===== config.mk =====
export PLATFORM = sky130hd
export DESIGN_NAME = mem_vector_access_flat
export DESIGN_NICKNAME = d
export VERILOG_FILES = /design/src/rtl/mem_vector_access_if.sv /design/src/rtl/mem_vector_access.sv /design/src/flat_wrapper.sv
export SDC_FILE = /design/constraint.sdc
export NUM_CORES = 1
export LEC_CHECK = 0
export CAP_MARGIN = 0
export CORE_UTILIZATION = 48
export DETAILED_ROUTE_END_ITERATION = 10
export PLACE_DENSITY = 0.76
export SLEW_MARGIN = 40
export SYNTH_ARGS = -nofsm -noshare
export SYNTH_HDL_FRONTEND = slang
export SYNTH_SLANG_ARGS = --single-unit

===== constraint.sdc =====
create_clock -name clk -period 18.35 [get_ports clk]
set_input_delay 2.7525 -clock clk [delete_from_list [all_inputs] [get_ports clk]]
set_output_delay 2.7525 -clock clk [all_outputs]
set_load 0.01 [all_outputs]

===== src/rtl/mem_vector_access_if.sv =====
// Bundle between the MEM-stage sequencer, the EX/MEM pipeline bundle and the single-word data memory.
// master = the sequencer (drives the memory port), slave = pipeline/memory side.
interface mem_vector_access_if #(
    parameter int LANES  = 8,
    parameter int LANE_W = 24,
    parameter int ADDR_W = 21
);
    logic                      req_valid;
    logic [3:0]                mem_ctrl;
    logic [ADDR_W-1:0]         base_addr;
    logic [LANES*LANE_W-1:0]   wdata;
    logic                      stall;
    logic                      done;
    logic [LANES*LANE_W-1:0]   rdata;
    logic                      m_req;
    logic                      m_we;
    logic [ADDR_W-1:0]         m_addr;
    logic [LANE_W-1:0]         m_wdata;
    logic                      m_ack;
    logic [LANE_W-1:0]         m_rdata;

    modport master (
        input  req_valid, mem_ctrl, base_addr, wdata, m_ack, m_rdata,
        output stall, done, rdata, m_req, m_we, m_addr, m_wdata
    );

    modport slave (
        output req_valid, mem_ctrl, base_addr, wdata, m_ack, m_rdata,
        input  stall, done, rdata, m_req, m_we, m_addr, m_wdata
    );
endinterface


===== src/rtl/mem_vector_access.sv =====
// MEM-stage access sequencer: runs scalar or vector loads/stores lane by lane over a
// single-word memory port, assembles load data and stalls the pipeline while busy.
module mem_vector_access #(
    parameter int LANES  = 8,
    parameter int LANE_W = 24,
    parameter int ADDR_W = 21
) (
    input  logic                clk,
    input  logic                rst,
    mem_vector_access_if.master bus
);
    localparam int VEC_W   = LANES * LANE_W;
    localparam int LANE_CW = (LANES > 1) ? $clog2(LANES) : 1;

    typedef enum logic [1:0] {
        IDLE   = 2'd0,
        ACCESS = 2'd1,
        DONE   = 2'd2
    } state_t;

    state_t             state_r;
    logic [LANE_CW-1:0] lane_r;
    logic [LANE_CW-1:0] last_lane_r;
    logic [VEC_W-1:0]   wdata_sh_r;
    logic               start_s;

    // Only a genuine read or write (not both, not neither) starts a transaction.
    assign start_s = (state_r == IDLE) && bus.req_valid && (bus.mem_ctrl[0] ^ bus.mem_ctrl[1]);

    // Stall covers the start cycle too so the EX/MEM bundle is held until the first ack.
    assign bus.stall = start_s || (state_r == ACCESS);

    // Transaction FSM; all memory-port and result outputs are registered here.
    always_ff @(posedge clk or posedge rst) begin
        if (rst) begin
            state_r     <= IDLE;
            lane_r      <= '0;
            last_lane_r <= '0;
            wdata_sh_r  <= '0;
            bus.done    <= 1'b0;
            bus.rdata   <= '0;
            bus.m_req   <= 1'b0;
            bus.m_we    <= 1'b0;
            bus.m_addr  <= '0;
            bus.m_wdata <= '0;
        end else begin
            case (state_r)
                IDLE: begin
                    bus.done <= 1'b0;
                    if (start_s) begin
                        state_r     <= ACCESS;
                        lane_r      <= '0;
                        last_lane_r <= bus.mem_ctrl[2] ? LANE_CW'(LANES - 1) : '0;
                        // Base address and store data are captured so the port stays
                        // stable regardless of what the upstream stage does meanwhile.
                        bus.m_req   <= 1'b1;
                        bus.m_we    <= bus.mem_ctrl[1];
                        bus.m_addr  <= bus.base_addr;
                        bus.m_wdata <= bus.wdata[LANE_W-1:0];
                        wdata_sh_r  <= bus.wdata >> LANE_W;
                        if (bus.mem_ctrl[0]) begin
                            bus.rdata <= '0;
                        end else begin
                            bus.rdata <= bus.rdata;
                        end
                    end else begin
                        state_r <= IDLE;
                    end
                end
                ACCESS: begin
                    if (bus.m_ack) begin
                        if (!bus.m_we) begin
                            bus.rdata[lane_r*LANE_W +: LANE_W] <= bus.m_rdata;
                        end else begin
                            bus.rdata <= bus.rdata;
                        end
                        if (lane_r == last_lane_r) begin
                            state_r   <= DONE;
                            bus.m_req <= 1'b0;
                            bus.done  <= 1'b1;
                        end else begin
                            // Next lane is presented right after the ack: no idle gap.
                            lane_r      <= lane_r + LANE_CW'(1);
                            bus.m_addr  <= bus.m_addr + ADDR_W'(1);
                            bus.m_wdata <= wdata_sh_r[LANE_W-1:0];
                            wdata_sh_r  <= wdata_sh_r >> LANE_W;
                        end
                    end else begin
                        state_r <= ACCESS;
                    end
                end
                DONE: begin
                    state_r  <= IDLE;
                    bus.done <= 1'b0;
                end
                default: begin
                    state_r   <= IDLE;
                    bus.done  <= 1'b0;
                    bus.m_req <= 1'b0;
                end
            endcase
        end
    end
endmodule

===== src/flat_wrapper.sv =====
// flat-port wrapper written by rule: the top's interface ports become plain ports
module mem_vector_access_flat 
#(
    parameter int LANES  = 8,
    parameter int LANE_W = 24,
    parameter int ADDR_W = 21
)
  (clk, rst, bus_req_valid, bus_mem_ctrl, bus_base_addr, bus_wdata, bus_m_ack, bus_m_rdata, bus_stall, bus_done, bus_rdata, bus_m_req, bus_m_we, bus_m_addr, bus_m_wdata);
  mem_vector_access_if #(.LANES(LANES), .LANE_W(LANE_W), .ADDR_W(ADDR_W)) bus_i ();
  input  logic clk;
  input  logic rst;
  input wire logic [$bits(bus_i.req_valid)-1:0] bus_req_valid;
  input wire logic [$bits(bus_i.mem_ctrl)-1:0] bus_mem_ctrl;
  input wire logic [$bits(bus_i.base_addr)-1:0] bus_base_addr;
  input wire logic [$bits(bus_i.wdata)-1:0] bus_wdata;
  input wire logic [$bits(bus_i.m_ack)-1:0] bus_m_ack;
  input wire logic [$bits(bus_i.m_rdata)-1:0] bus_m_rdata;
  output wire logic [$bits(bus_i.stall)-1:0] bus_stall;
  output wire logic [$bits(bus_i.done)-1:0] bus_done;
  output wire logic [$bits(bus_i.rdata)-1:0] bus_rdata;
  output wire logic [$bits(bus_i.m_req)-1:0] bus_m_req;
  output wire logic [$bits(bus_i.m_we)-1:0] bus_m_we;
  output wire logic [$bits(bus_i.m_addr)-1:0] bus_m_addr;
  output wire logic [$bits(bus_i.m_wdata)-1:0] bus_m_wdata;
  assign bus_i.req_valid = bus_req_valid;
  assign bus_i.mem_ctrl = bus_mem_ctrl;
  assign bus_i.base_addr = bus_base_addr;
  assign bus_i.wdata = bus_wdata;
  assign bus_i.m_ack = bus_m_ack;
  assign bus_i.m_rdata = bus_m_rdata;
  assign bus_stall = bus_i.stall;
  assign bus_done = bus_i.done;
  assign bus_rdata = bus_i.rdata;
  assign bus_m_req = bus_i.m_req;
  assign bus_m_we = bus_i.m_we;
  assign bus_m_addr = bus_i.m_addr;
  assign bus_m_wdata = bus_i.m_wdata;
  mem_vector_access #(.LANES(LANES), .LANE_W(LANE_W), .ADDR_W(ADDR_W)) u_core (.clk(clk), .rst(rst), .bus(bus_i));
endmodule

==> flow_metrics.tcl <==
set metrics [dict create \
    synth_cell_type_count 100 \
    cts_tree "built" \
    wl_mm 70.0 \
    row_count 73 \
    drcViolationCount 0 \
    hold_viol_final 0 \
    status "finished clean" \
    fmax_ghz 0.123 \
    setup-violations-final 0 \
    synth_ff_type "dfrtp_1" \
    fin_skew_ps 17.4 \
    final_antenna_net_count 0 \
    synth_edf_count 0 \
    worst-path-max-fanout 48 \
    fp.dieH_um 204 \
    worstMarginPinSlew_ps 816 \
    end_kind "output pin" \
    ir_worst_vdd_v 0.0000898 \
    synth_seq_cells 414 \
    utilization 0.657 \
    root_buffer "clkbuf_16" \
    synth_area_um2 19600 \
    placed_cell_area_um2 24600 \
    grt_pass1_wl_mm 105 \
    fp.dieArea_um2 41600 \
    syn2layout_area_growth_pct 34.1 \
    synth.avg_cell_area_um2 10.0 \
    cts_hold_buf 0 \
    ctsResizeCount 0 \
    drtIter0Drc 1753 \
    nets 2617 \
    critical_path_arrival_ps 5350 \
    first_global_vias 17600 \
    cts.path.max_buffers 3 \
    cts_max_level 2 \
    clock_sinks 414 \
    io_buffer_count 484 \
    drt-met1-wl_mm 29.2 \
    cts_setup_buffers 0 \
    synthTopCellsByArea "dfrtp_1 (53%), nor2_1 (7.8%), o22ai_1 (5.9%), a22o_1 (4.3%), nand2_1 (3.0%)" \
    wl_met2_mm 31.8 \
    final_max_slew_viol_count 0 \
    wl_met3_mm 6.28 \
    synth_top_area_share 0.530 \
    io-pin-count 486 \
    grt_setup_unrepaired "false" \
    die_w_um 204 \
    synth_top_area_cell "dfrtp_1" \
    drt-wirelength-per-cell_um 23.9 \
    worstSkewPairLatency_ps 590 \
    grt_start_max_net_pins 212 \
    ys_seq_area_frac 0.530 \
    topRoutingLayerUsed "met5" \
    cp-start-kind "input pin" \
    grt_remaining_overflow 0 \
    dr.pass1.iters 5 \
    cts_inserted_buffers 46 \
    core_um2 39900 \
    post-place-ws_ps 10290 \
    vias_per_cell 6.12 \
    hpwl_mm 49.7 \
    syn_nets 2201 \
    yosys_warnings 0 \
    stdcell_area_um2 26200 \
    start_util 0.490 \
    maxCapViolations 0 \
    min_period_ps 8100 \
    place.gp.congestion 0.902 \
    relSlewSlack 0.454 \
    power_density_nw_per_um2 143 \
    critical_path_required_ps 15600 \
    hp-class "reg -> reg" \
    fin_total_pwr_mw 3.74 \
    tns_ps 0 \
    path_clk_slew_ps 60 \
    fin_crit_sh 0.441 \
    worst_slack_ps 10250 \
    antenna_found_initial 11 \
    total_leakage_power_nw 10.8 \
    async_reset_ff_frac 1.00 \
    drive_gt1_frac 0.0822 \
    track_usage 0.331 \
    crit_type "in -> out" \
    synth_cells 1948 \
    vias 17900 \
]
==> synthesized netlist by cell type, drive strengths merged (5+ instances only) <==
master   instances
o31ai            5
a2bb2oi          7
o22ai          184
a221o            9
and2            11
mux2i           31
nor3            21
a22o            95
clkbuf          65
a41oi            8
o2bb2ai         31
o211ai          10
mux2            22
xor2             5
nand3           54
o21ai           47
nor2b           21
a21oi           39
ha               7
o311a            5
o21bai           6
a31o             8
a21o             6
a32o            20
a32oi           13
dfrtp          414
nand2b          14
nor2           410
xnor2            7
inv             11
a31oi           10
or2              5
a22oi           21
nand2          158
and3            12
and4             7
nand4           15
buf             73
==> worst paths after layout <==
check / endpoint / depth (start not counted) / from / slack [ps]
max: bus_stall / 6 / bus_req_valid / 10250
min: u_core.wdata_sh_r[52]$_DFFE_PP0P_ / 2 / u_core.wdata_sh_r[52]$_DFFE_PP0P_ / 490
max reg2reg: u_core.bus.rdata[65]$_DFFE_PP0P_ / 11 / u_core.lane_r[0]$_DFFE_PP0P_ / 13350
min reg2reg: u_core.wdata_sh_r[52]$_DFFE_PP0P_ / 2 / u_core.wdata_sh_r[52]$_DFFE_PP0P_ / 490
max in group asynchronous: u_core.bus.rdata[169]$_DFFE_PP0P_ / 3 / rst / 14450
min in group asynchronous: u_core.bus.m_wdata[4]$_DFFE_PP0P_ / 2 / rst / 2700
==> per-layer routing <==
metal  global-route usage  up-vias
met2                0.493      848
met1                0.464     8933
met4                0.135        6
met3               0.0796      161
met5                    0        -
li1                     -     7974
==> cell type report <==
cell class,count,area (um2)
fillers,3154,13700
flip-flops and latches,414,10400
multi-input cells,1384,8570
repair buffers,506,5070
clock buffers,61,1320
well taps,525,657
clock inverters,19,178
inverters,12,52.6
diodes,9,22.5
==> metrics by stage <==
| step | hold WS, ps | std cells |
|---|---|---|
| after detailed placement | 473 | 2840 |
| after CTS | 496 | 2920 |
| after global routing | 507 | 2929 |
| final | 494 | 2930 |
| after floorplan | 467 | 1948 |
| after global placement | 473 | 2839 |
==> critical path: stages <==
cell             delay [ps]
clkdlybuf4s50_1         500
nor3b_1                 650
and2_4                  640
nor2_1                   90
nor2_1                  150
clkdlybuf4s50_1         560
==> cells in the final DEF, fill, tap and decap left out, drive strengths merged, types with 13 or more instances in the layout <==
cell type	netlist	layout
o22ai	184	184
nand2b	14	14
a32o	20	20
a22oi	21	21
nor2	410	410
o2bb2ai	31	31
nor3	21	21
nor2b	21	21
mux2	22	22
a21oi	39	39
clkdlybuf4s50	0	484
mux2i	31	31
nand4	15	15
clkbuf	65	62
a32oi	13	13
nand3	54	54
dfrtp	414	414
buf	73	21
a22o	95	95
inv	11	13
nand2	158	158
o21ai	47	47
==> state kept, by name, indices dropped and copies added, names as in the netlist <==
signal and count:
u_core.bus.rdata 192, u_core.wdata_sh_r 168, u_core.bus.m_wdata 24, u_core.bus.m_addr 21, u_core.lane_r 3, u_core.state_r 2
u_core.bus.done 1, u_core.bus.m_req 1, u_core.bus.m_we 1, u_core.last_lane_r 1
==> power breakdown <==
part | leakage, nW | internal (mW) | total (mW) | switching (mW)
sequential | 5.16 | 1.16 | 1.36 | 0.195
combinational | 4.88 | 0.554 | 1.46 | 0.905
clock | 0.735 | 0.533 | 0.921 | 0.389
==> cells by family (layout without fill, tap and decap cells) <==
| kind of cell | Yosys count | after routing | share of synthesized area |
|---|---|---|---|
| AOI/OAI and AO/OA | 561 | 561 | 0.219 |
| xor gates and xnor gates | 12 | 12 | 0.00902 |
| adders and majority gates | 8 | 8 | 0.00550 |
| buffers and inverters | 150 | 598 | 0.0355 |
| DFF | 414 | 414 | 0.530 |
| muxes | 53 | 53 | 0.0301 |
| other | 0 | 9 | 0 |
| and+or+nand+nor | 750 | 750 | 0.171 |
(Power assumes the default switching activity.)
